### src/rtl/kgp_run_monitor.sv
// ---------------------------------------------------------------------------
// kgp_run_monitor
// Run controller and commit monitor for the single-cycle KGP-RISC core.
// Sequences the core reset, counts run cycles, detects halt (PC stable for
// HALT_CYCLES cycles), enforces a cycle budget, folds every committed result
// into a rolling signature and buffers committed PCs in a FWFT trace FIFO.
//
// Ports:
//   i_clk, i_rst_n        clock, asynchronous active-low reset
//   i_start, i_abort      run control (abort has priority)
//   i_pc, i_alu_result    observed core state
//   i_reg_write/i_mem_write  commit strobes
//   o_core_rst            active-high reset to the core (low only in RUN)
//   o_busy/o_done/o_timeout  run status
//   o_cycle_count, o_commit_count  saturating counters
//   o_signature           rolling commit signature
//   o_trace_pc/o_trace_valid/i_trace_ready  trace FIFO read side
//   o_trace_ovf           sticky: a trace push was dropped
// ---------------------------------------------------------------------------
module kgp_run_monitor #(
  parameter int unsigned      XLEN        = 32,
  parameter int unsigned      DEPTH       = 16,
  parameter int unsigned      RST_CYCLES  = 2,
  parameter int unsigned      HALT_CYCLES = 4,
  parameter int unsigned      MAX_CYCLES  = 1024,
  parameter int unsigned      CNT_W       = 16,
  parameter logic [XLEN-1:0]  SIG_SEED    = 32'hFFFF_FFFF
) (
  input  logic             i_clk,
  input  logic             i_rst_n,
  input  logic             i_start,
  input  logic             i_abort,
  input  logic [XLEN-1:0]  i_pc,
  input  logic [XLEN-1:0]  i_alu_result,
  input  logic             i_reg_write,
  input  logic             i_mem_write,
  output logic             o_core_rst,
  output logic             o_busy,
  output logic             o_done,
  output logic             o_timeout,
  output logic [CNT_W-1:0] o_cycle_count,
  output logic [CNT_W-1:0] o_commit_count,
  output logic [XLEN-1:0]  o_signature,
  output logic [XLEN-1:0]  o_trace_pc,
  output logic             o_trace_valid,
  input  logic             i_trace_ready,
  output logic             o_trace_ovf
);

  localparam int unsigned AW = $clog2(DEPTH);
  // Counter widths carry one spare bit so the "+1" constants stay >= 2 bits.
  localparam int unsigned RW = $clog2(RST_CYCLES + 1) + 1;
  localparam int unsigned HW = $clog2(HALT_CYCLES + 1) + 1;

  localparam logic [RW-1:0]    RST_ONE   = {{(RW-1){1'b0}}, 1'b1};
  localparam logic [HW-1:0]    HALT_ONE  = {{(HW-1){1'b0}}, 1'b1};
  localparam logic [AW:0]      PTR_ONE   = {{AW{1'b0}}, 1'b1};
  localparam logic [CNT_W-1:0] CNT_ONE   = {{(CNT_W-1){1'b0}}, 1'b1};
  localparam logic [RW-1:0]    RST_LAST  = RW'(RST_CYCLES - 1);
  localparam logic [HW-1:0]    HALT_LAST = HW'(HALT_CYCLES - 1);
  localparam logic [CNT_W-1:0] TMO_CNT   = CNT_W'(MAX_CYCLES - 1);

  typedef enum logic [2:0] {
    ST_IDLE    = 3'd0,
    ST_RESET   = 3'd1,
    ST_RUN     = 3'd2,
    ST_DONE    = 3'd3,
    ST_TIMEOUT = 3'd4
  } state_t;

  // Signature fold: rotate left by one, then mix in PC and ALU result.
  function automatic logic [XLEN-1:0] sig_fold(input logic [XLEN-1:0] sig,
                                               input logic [XLEN-1:0] pc,
                                               input logic [XLEN-1:0] res);
    return {sig[XLEN-2:0], sig[XLEN-1]} ^ pc ^ res;
  endfunction

  // Saturating increment for the externally visible counters.
  function automatic logic [CNT_W-1:0] sat_inc(input logic [CNT_W-1:0] v);
    logic [CNT_W-1:0] r;
    if (&v) r = v;
    else    r = v + CNT_ONE;
    return r;
  endfunction

  state_t           r_state;
  state_t           w_state_nxt;
  logic             w_start_clr;
  logic [RW-1:0]    r_rst_cnt;
  logic [HW-1:0]    r_halt_cnt;
  logic [XLEN-1:0]  r_prev_pc;
  logic             r_prev_valid;
  logic [CNT_W-1:0] r_cycle_count;
  logic [CNT_W-1:0] r_commit_count;
  logic [XLEN-1:0]  r_signature;
  logic             r_core_rst;
  logic             r_busy;
  logic             r_done;
  logic             r_timeout;
  logic [AW:0]      r_wr_ptr;
  logic [AW:0]      r_rd_ptr;
  logic             r_trace_ovf;
  logic [XLEN-1:0]  r_mem [DEPTH];

  logic             w_run;
  logic             w_commit;
  logic             w_match;
  logic             w_halt;
  logic [CNT_W-1:0] w_cycle_inc;
  logic             w_tmo;
  logic             w_empty;
  logic             w_full;
  logic             w_push;
  logic             w_pop;
  logic             w_push_ok;

  assign w_run       = (r_state == ST_RUN);
  assign w_commit    = i_reg_write | i_mem_write;
  // prev_pc is meaningless on the first RUN cycle, hence the valid qualifier.
  assign w_match     = r_prev_valid && (i_pc == r_prev_pc);
  assign w_halt      = w_match && (r_halt_cnt == HALT_LAST);
  assign w_cycle_inc = sat_inc(r_cycle_count);
  // Timeout fires on the edge where the count reaches MAX_CYCLES-1.
  assign w_tmo       = (w_cycle_inc == TMO_CNT);

  assign w_empty   = (r_wr_ptr == r_rd_ptr);
  assign w_full    = (r_wr_ptr[AW] != r_rd_ptr[AW]) &&
                     (r_wr_ptr[AW-1:0] == r_rd_ptr[AW-1:0]);
  assign w_push    = w_run && w_commit;
  assign w_pop     = !w_empty && i_trace_ready;
  assign w_push_ok = w_push && (!w_full || w_pop);

  // Next-state logic; abort overrides everything, start only from idle-like states.
  always_comb begin
    w_state_nxt = r_state;
    w_start_clr = 1'b0;
    if (i_abort) begin
      w_state_nxt = ST_IDLE;
    end else begin
      case (r_state)
        ST_IDLE, ST_DONE, ST_TIMEOUT: begin
          if (i_start) begin
            w_state_nxt = ST_RESET;
            w_start_clr = 1'b1;
          end else begin
            w_state_nxt = r_state;
          end
        end
        ST_RESET: begin
          if (r_rst_cnt == RST_LAST) w_state_nxt = ST_RUN;
          else                       w_state_nxt = ST_RESET;
        end
        ST_RUN: begin
          if (w_halt)     w_state_nxt = ST_DONE;
          else if (w_tmo) w_state_nxt = ST_TIMEOUT;
          else            w_state_nxt = ST_RUN;
        end
        default: w_state_nxt = ST_IDLE;
      endcase
    end
  end

  // State register plus status flags registered from the next state.
  always_ff @(posedge i_clk or negedge i_rst_n) begin
    if (!i_rst_n) begin
      r_state    <= ST_IDLE;
      r_core_rst <= 1'b1;
      r_busy     <= 1'b0;
      r_done     <= 1'b0;
      r_timeout  <= 1'b0;
    end else begin
      r_state    <= w_state_nxt;
      r_core_rst <= (w_state_nxt != ST_RUN);
      r_busy     <= (w_state_nxt == ST_RESET) || (w_state_nxt == ST_RUN);
      r_done     <= (w_state_nxt == ST_DONE);
      r_timeout  <= (w_state_nxt == ST_TIMEOUT);
    end
  end

  // Run datapath: reset sequencing, counters, halt detection and signature.
  always_ff @(posedge i_clk or negedge i_rst_n) begin
    if (!i_rst_n) begin
      r_rst_cnt      <= '0;
      r_halt_cnt     <= '0;
      r_prev_pc      <= '0;
      r_prev_valid   <= 1'b0;
      r_cycle_count  <= '0;
      r_commit_count <= '0;
      r_signature    <= SIG_SEED;
    end else if (w_start_clr) begin
      r_rst_cnt      <= '0;
      r_halt_cnt     <= '0;
      r_prev_pc      <= '0;
      r_prev_valid   <= 1'b0;
      r_cycle_count  <= '0;
      r_commit_count <= '0;
      r_signature    <= SIG_SEED;
    end else begin
      if (r_state == ST_RESET) begin
        r_rst_cnt <= r_rst_cnt + RST_ONE;
      end
      if (w_run) begin
        r_cycle_count <= w_cycle_inc;
        r_prev_pc     <= i_pc;
        r_prev_valid  <= 1'b1;
        r_halt_cnt    <= w_match ? (r_halt_cnt + HALT_ONE) : '0;
        if (w_commit) begin
          r_signature    <= sig_fold(r_signature, i_pc, i_alu_result);
          r_commit_count <= sat_inc(r_commit_count);
        end
      end
    end
  end

  // Trace FIFO pointers and sticky overflow flag; a start flushes the FIFO.
  always_ff @(posedge i_clk or negedge i_rst_n) begin
    if (!i_rst_n) begin
      r_wr_ptr    <= '0;
      r_rd_ptr    <= '0;
      r_trace_ovf <= 1'b0;
    end else if (w_start_clr) begin
      r_wr_ptr    <= '0;
      r_rd_ptr    <= '0;
      r_trace_ovf <= 1'b0;
    end else begin
      if (w_pop)     r_rd_ptr <= r_rd_ptr + PTR_ONE;
      if (w_push_ok) r_wr_ptr <= r_wr_ptr + PTR_ONE;
      if (w_push && w_full && !w_pop) r_trace_ovf <= 1'b1;
    end
  end

  // Trace storage; occupancy lives in the pointers so the array needs no reset.
  always_ff @(posedge i_clk) begin
    if (w_push_ok) r_mem[r_wr_ptr[AW-1:0]] <= i_pc;
  end

  assign o_core_rst     = r_core_rst;
  assign o_busy         = r_busy;
  assign o_done         = r_done;
  assign o_timeout      = r_timeout;
  assign o_cycle_count  = r_cycle_count;
  assign o_commit_count = r_commit_count;
  assign o_signature    = r_signature;
  assign o_trace_pc     = r_mem[r_rd_ptr[AW-1:0]];
  assign o_trace_valid  = !w_empty;
  assign o_trace_ovf    = r_trace_ovf;

endmodule
### config.mk
export PLATFORM = sky130hd
export DESIGN_NAME = kgp_run_monitor
export DESIGN_NICKNAME = d
export VERILOG_FILES = /design/src/rtl/kgp_run_monitor.sv
export SDC_FILE = /design/constraint.sdc
export NUM_CORES = 1
export LEC_CHECK = 0
export CAP_MARGIN = 20
export CORE_MARGIN = 2
export CORE_UTILIZATION = 40
export DETAILED_ROUTE_END_ITERATION = 10
export GPL_ROUTABILITY_DRIVEN = 0
export PLACE_DENSITY = 0.61
export SYNTH_ARGS = -nofsm -noshare
export SYNTH_HDL_FRONTEND = slang
export SYNTH_SLANG_ARGS = --single-unit
### constraint.sdc
create_clock -name i_clk -period 6 [get_ports i_clk]
set_clock_uncertainty 0.2 [all_clocks]
set_input_delay 0.6 -clock i_clk [delete_from_list [all_inputs] [get_ports i_clk]]
set_output_delay 0.6 -clock i_clk [all_outputs]
set_load 0.005 [all_outputs]
==> results of run 1 <==
[path summary, 6_finish.rpt]
check	endpoint	slack, ps
max	o_trace_pc[29]	1410
min	o_signature[8]	310
max reg2reg	r_mem[4][17]	2260
min reg2reg	o_signature[8]	310
max in group asynchronous	o_commit_count[6]	4010
min in group asynchronous	o_cycle_count[2]	360
[worst max-delay path: stages, from the launching register on]
cell and delay, ps:
dfrtp_4 1020, buf_4 710, mux4_2 410, mux4_2 530, clkdlybuf4s50_1 480
[Yosys cell counts (3+ instances only)]
cell,instances
o22ai_1,3
dfrtp_1,89
nand3_1,19
a31oi_1,6
o21a_1,4
a22o_1,3
nor4_1,10
nand2_1,123
nand4_1,12
nor3_1,15
o211ai_1,33
nand2b_1,5
and2_1,3
nor2_1,65
mux4_2,160
a211oi_1,3
dfstp_2,33
and4_1,9
buf_1,9
o21ai_0,47
ha_1,10
o31ai_1,6
buf_2,14
a21oi_1,15
mux2i_1,4
clkbuf_1,52
xnor2_1,50
and3_1,5
edfxtp_1,512
xor2_1,70
or3_1,4
inv_1,19
[per-stage QoR]
step | cell area (sq um) | total power [uW]
after floorplan | 25900 | 7230
after global placement | 28900 | 8450
after detailed placement | 28900 | 8500
after CTS | 31100 | 12600
after global routing | 31100 | 13000
final | 31100 | 12400
[per-layer routing]
layer / vias up / part of all wire / wire length [um]
met5: - / 0.00045 / 28
li1: 6115 / - / -
met1: 7404 / 0.43 / 27300
met4: 4 / 0.023 / 1460
met2: 467 / 0.49 / 30500
met3: 96 / 0.057 / 3590
[power groups by stage]
stage	sequential, uW	clock (uW)	combinational (uW)
after global routing	5430	4360	3210
after CTS	5400	4170	3030
after global placement	5470	0	2980
after floorplan	5310	0	1920
final	5390	4090	2940
after detailed placement	5480	0	3020
[sequential cells by signal, indices dropped and copies added (netlist names), 4 cells and up]
name and cells:
o_signature 32, r_mem 512, r_prev_pc 32, r_rd_ptr 5, o_commit_count 16, r_halt_cnt 4, o_cycle_count 16, r_wr_ptr 5
[kinds of logic (layout without fill, tap and decap cells)]
family,Yosys count,in the layout,synth area share
buffers and inverters,94,353,0.0143
adder cells (fa/ha/maj),10,10,0.00483
XOR/XNOR,120,120,0.0406
other,0,1,0
AND/OR/NAND/NOR,283,283,0.0513
AO/OA/AOI/OAI,139,139,0.0353
multiplexers,165,165,0.141
flip-flops,634,634,0.713
[final cells by class]
type	instances	area, sq um	area share
Sequential cell	634	18500	0.595
Multi-Input combinational cell	717	7200	0.232
Timing Repair Buffer	215	2070	0.0667
Clock buffer	92	1910	0.0614
Tap cell	855	1070	0.0344
Clock inverter	27	258	0.00830
Inverter	19	71.3	0.00230
Antenna cell	1	2.50	0.0000806
==> results.sh, run 1 <==
export IMPL_pwr_density_cell_nw_per_um2=400
export IMPL_p_switching_uw=3270
export IMPL_endpoint_kind="output pin"
export IMPL_pwr_share_comb=0.237
export IMPL_top_usage_layer="met2"
export IMPL_power_frac_seq=0.434
export IMPL_ys_types=62
export IMPL_ys_flop_type="edfxtp_1"
export IMPL_hold_path_depth=2
export IMPL_final_common_cell="edfxtp_1"
export IMPL_die_height_um=259
export IMPL_p_leak_uw=0.0103
export IMPL_grt_pass1_vias=14800
export IMPL_seq_area_frac_synth=0.713
export IMPL_numCtsBuffers=68
export IMPL_fmax_ghz=0.218
export IMPL_grt_overflow=0
export IMPL_reg2reg_depth=6
export IMPL_arrival_ps=3790
export IMPL_ys_warn_count=0
export IMPL_async_reset_ff_frac=0.192
export IMPL_grt_use_met3=0.0326
export IMPL_dp_hpwl_mm=35.7
export IMPL_start_kind="flop"
export IMPL_cts_max_level=3
export IMPL_intPower_uw=9150
export IMPL_synth_avg_cell_area_sq_um=17.9
export IMPL_drt_pass1_iter_count=5
export IMPL_synth_seq_cells=634
export IMPL_ant_nets=0
export IMPL_drc=0
export IMPL_met1_usage=0.269
export IMPL_final_util=0.484
export IMPL_finalHoldViolCount=0
export IMPL_coreArea_sq_um=64200
export IMPL_instances_no_fill=2560
export IMPL_critPathMaxFanout=55
export IMPL_vdd_drop_max_v=0.000200
export IMPL_syn_nets=1526
export IMPL_place_inst=2439
export IMPL_wl_mm=62.9
export IMPL_outcome="complete, no violations"
export IMPL_min_from="o_signature[8]"
export IMPL_post_cts_buffers=0
export IMPL_synth_edf_count=512
export IMPL_fillers=5341
export IMPL_worstMarginPinSlew_ps=1090
export IMPL_hp_class="flop to flop"
export IMPL_power_frac_clock=0.329
export IMPL_synth_top_area_frac=0.593
export IMPL_p_sw_frac=0.263
export IMPL_finalSetupViolCount=0
export IMPL_synth_top_area_cell="edfxtp_1"
export IMPL_fin_crit_ps=4590
export IMPL_setup_tns_ps=0
export IMPL_synth_cells=1445
export IMPL_cts_tree="done"
export IMPL_r2r_start="r_rd_ptr[1]"
export IMPL_grt_pass1_wl_mm=95.2
export IMPL_place_ws_ps=2010
export IMPL_layout_common_cells="512 x edfxtp_1, 171 x clkdlybuf4s50_1, 160 x mux4_2, 123 x nand2_1, 85 x dfrtp_1"
export IMPL_detail_route_wl_per_cell_um=24.6
export IMPL_slew_violations=0
export IMPL_nets=1736
export IMPL_timing_hold_ws_ps=310
export IMPL_postCtsHoldBufs=1
export IMPL_setup_ws_ps=1410
export IMPL_gr_usage_all_layers=0.192
export IMPL_path_class="flop to output pin"
export IMPL_synth_area_sq_um=25900
export IMPL_grt_use_met2=0.312
export IMPL_cts_sinks=634
export IMPL_initial_core_util=0.403
export IMPL_syn_to_final_growth_pct=19.9
export IMPL_grt_max_degree=66
export IMPL_drv_cap=0
export IMPL_startpoint="r_rd_ptr[1]"
export IMPL_post_route_period_util=0.764
export IMPL_vias=14100
export IMPL_rsz0062_at_grt="no"
export IMPL_slew_limit_headroom=0.269
export IMPL_rows=93
export IMPL_vias_per_cell=5.50
export IMPL_grt_antenna_before_repair=3
export IMPL_die_area_sq_um=66800
export IMPL_clockRootBuffer="clkbuf_16"
export IMPL_clk_pin_slew_worst_paths_ps=60
export IMPL_drtIter0Drc=1275
export IMPL_ios=173
export IMPL_synth_area_top_cells="edfxtp_1 59%, mux4_2 14%, dfrtp_1 8.6%"
export IMPL_ctsLongestPathBuffers=3
export IMPL_die_w_um=259
export IMPL_drive_gt1_frac=0.209
export IMPL_worstSkewPairLatency_ps=600
export IMPL_crit_required_ps=5200
export IMPL_io_buffers=172
export IMPL_ctsResizeCount=0
Power figures use the tool's default switching activity.
==> run 2, diff against run 1 <==
Clock period 6 ns to 4.54 ns, I/O delays scaled along.
==> results.sh, run 2 (synthesis results as in run 1) <==
export IMPL_outcome="complete, no violations"
export IMPL_cp_top_family="multiplexers"
export IMPL_initial_core_util=0.403
export IMPL_post_route_period_util=0.881
export IMPL_vias=14300
export IMPL_numCtsBuffers=66
export IMPL_drtIter0Drc=1074
export IMPL_path_cells="buf_12, mux4_2, mux4_2, clkdlybuf4s50_1"
export IMPL_worstSkewPairLatency_ps=590
export IMPL_final_common_cell="edfxtp_1"
export IMPL_crit_buf_inv=2
export IMPL_vdd_drop_max_v=0.000249
export IMPL_r2r_start="r_rd_ptr[1]"
export IMPL_grt_pass1_vias=14600
export IMPL_pwr_density_cell_nw_per_um2=518
export IMPL_cpMaxStageDelayCell="dfrtp_4"
export IMPL_clockRootBuffer="clkbuf_16"
export IMPL_drc=0
export IMPL_fin_crit_ps=4000
export IMPL_ctsResizeCount=0
export IMPL_hold_path_depth=2
export IMPL_drt_pass1_iter_count=5
export IMPL_instances_no_fill=2579
export IMPL_arrival_ps=3350
export IMPL_worstMarginPinSlew_ps=979
export IMPL_slew_violations=0
export IMPL_grt_antenna_before_repair=4
export IMPL_path_class="flop to output pin"
export IMPL_ios=173
export IMPL_r2r_setup_slack_ps=1060
export IMPL_rsz0062_at_grt="no"
export IMPL_die_area_sq_um=66800
export IMPL_grt_max_degree=98
export IMPL_drv_cap=0
export IMPL_critPathMaxFanout=35
export IMPL_cts_max_level=3
export IMPL_ant_nets=0
export IMPL_wl_mm=65.1
export IMPL_coreArea_sq_um=64200
export IMPL_fmax_ghz=0.250
export IMPL_drive_gt1_frac=0.221
export IMPL_min_from="r_prev_valid"
export IMPL_setup_tns_ps=0
export IMPL_finalHoldViolCount=0
export IMPL_reg2reg_depth=7
export IMPL_ctsLongestPathBuffers=3
export IMPL_place_inst=2459
export IMPL_cts_sinks=634
export IMPL_dp_hpwl_mm=38.5
export IMPL_max_stage_delay_ps=800
export IMPL_finalSetupViolCount=0
export IMPL_syn_to_final_growth_pct=20.4
export IMPL_cts_tree="done"
export IMPL_path_depth=4
export IMPL_die_height_um=259
export IMPL_start_kind="flop"
export IMPL_io_buffers=172
export IMPL_p_leak_uw=0.0104
export IMPL_grt_pass1_wl_mm=96.7
export IMPL_min_to="r_prev_valid"
export IMPL_die_w_um=259
export IMPL_rr_endpoint="r_mem[9][24]"
export IMPL_slew_limit_headroom=0.347
export IMPL_rows=93
export IMPL_layout_common_cells="512 x edfxtp_1, 171 x clkdlybuf4s50_1, 160 x mux4_2, 123 x nand2_1, 85 x dfrtp_1"
export IMPL_cpMostUsedCell="mux4_2"
export IMPL_crit_required_ps=3890
export IMPL_nets=1754
export IMPL_detail_route_wl_per_cell_um=25.3
export IMPL_vias_per_cell=5.56
export IMPL_grt_overflow=0
export IMPL_gr_usage_all_layers=0.197
export IMPL_endpoint_kind="output pin"
export IMPL_clk_pin_slew_worst_paths_ps=60
export IMPL_largest_register_ffs=512
export IMPL_post_cts_buffers=0
export IMPL_hp_class="flop to flop"
-- run 2: cell count changes in the layout (fill, tap and decap cells not counted), moves of 2 or more --
cell	before	now
clkbuf_1	17	10
buf_4	40	46
buf_12	2	16
clkinv_2	6	20
clkinvlp_4	0	2
clkbuf_16	72	66
bufinv_16	4	2
-- run 2: per-layer routing --
| metal | GRT usage | wire, um | up-vias | share of wire |
|---|---|---|---|---|
| met3 | 0.0345 | 4320 | 89 | 0.066 |
| met1 | 0.279 | 28100 | 7573 | 0.43 |
| met4 | 0.0634 | 1610 | 0 | 0.025 |
| li1 | - | - | 6164 | - |
| met5 | 0 | 0 | - | 0 |
| met2 | 0.313 | 31100 | 509 | 0.48 |
-- run 2: repair_timing --
| action | CTS | global route |
|---|---|---|
| hold endpoints to repair | 65 | 0 |
| hold buffers | 1 | 0 |
| endpoints found under the setup margin | 0 | 0 |
-- run 2: where the power goes --
part / switching, uW / internal, uW
Clock: 2190 / 2820
Sequential: 390 / 6690
Combinational: 1780 / 2290
-- run 2: layout make-up --
class,instances,area (sq um)
fill,5334,33000
sequential,634,18500
multi-input combinational,717,7200
tap,855,1070
clock inverter,39,254
clock buffer,78,1720
antenna,2,5.00
timing repair buffer,235,2400
inverter,19,71.3
-- run 2: per-stage QoR --
stage | instance area (sq um) | setup slack [ps] | hold slack, ps | total power (uW) | utilization
2_1_floorplan | 25900 | 271 | -41.6 | 9550 | -
3_3_place_gp | 29200 | 1060 | 277 | 11300 | 0.455
3_5_place_dp | 29200 | 932 | 288 | 11300 | 0.455
4_1_cts | 31200 | 437 | 304 | 16400 | 0.486
5_1_grt | 31200 | 369 | 331 | 16900 | 0.486
6_report | 31200 | 540 | 301 | 16200 | 0.486
-- run 2: worst max-delay path by stage --
| stage | startpoint | endpoint |
|---|---|---|
| 3_5_place_dp | i_pc[10] | r_halt_cnt[0] |
| 4_1_cts | r_rd_ptr[0] | o_trace_pc[14] |
| 5_1_grt | r_rd_ptr[0] | o_trace_pc[5] |
| 3_3_place_gp | r_rd_ptr[1] | r_mem[9][18] |
| 6_report | r_rd_ptr[0] | o_trace_pc[14] |
| 2_1_floorplan | r_state[0] | r_mem[3][0] |
-- run 2: tightest hold or removal path, stage by stage (launching register included) --
cell and delay (ps):
dfrtp_1 340, nor2_1 50, nor2_1 70
==> run 3, diff against run 2 <==
Settings changed: TNS_END_PERCENT set to 1.
==> results of run 3 <==
Same layout as run 2: the final DEF is identical, and so are final timing and power.
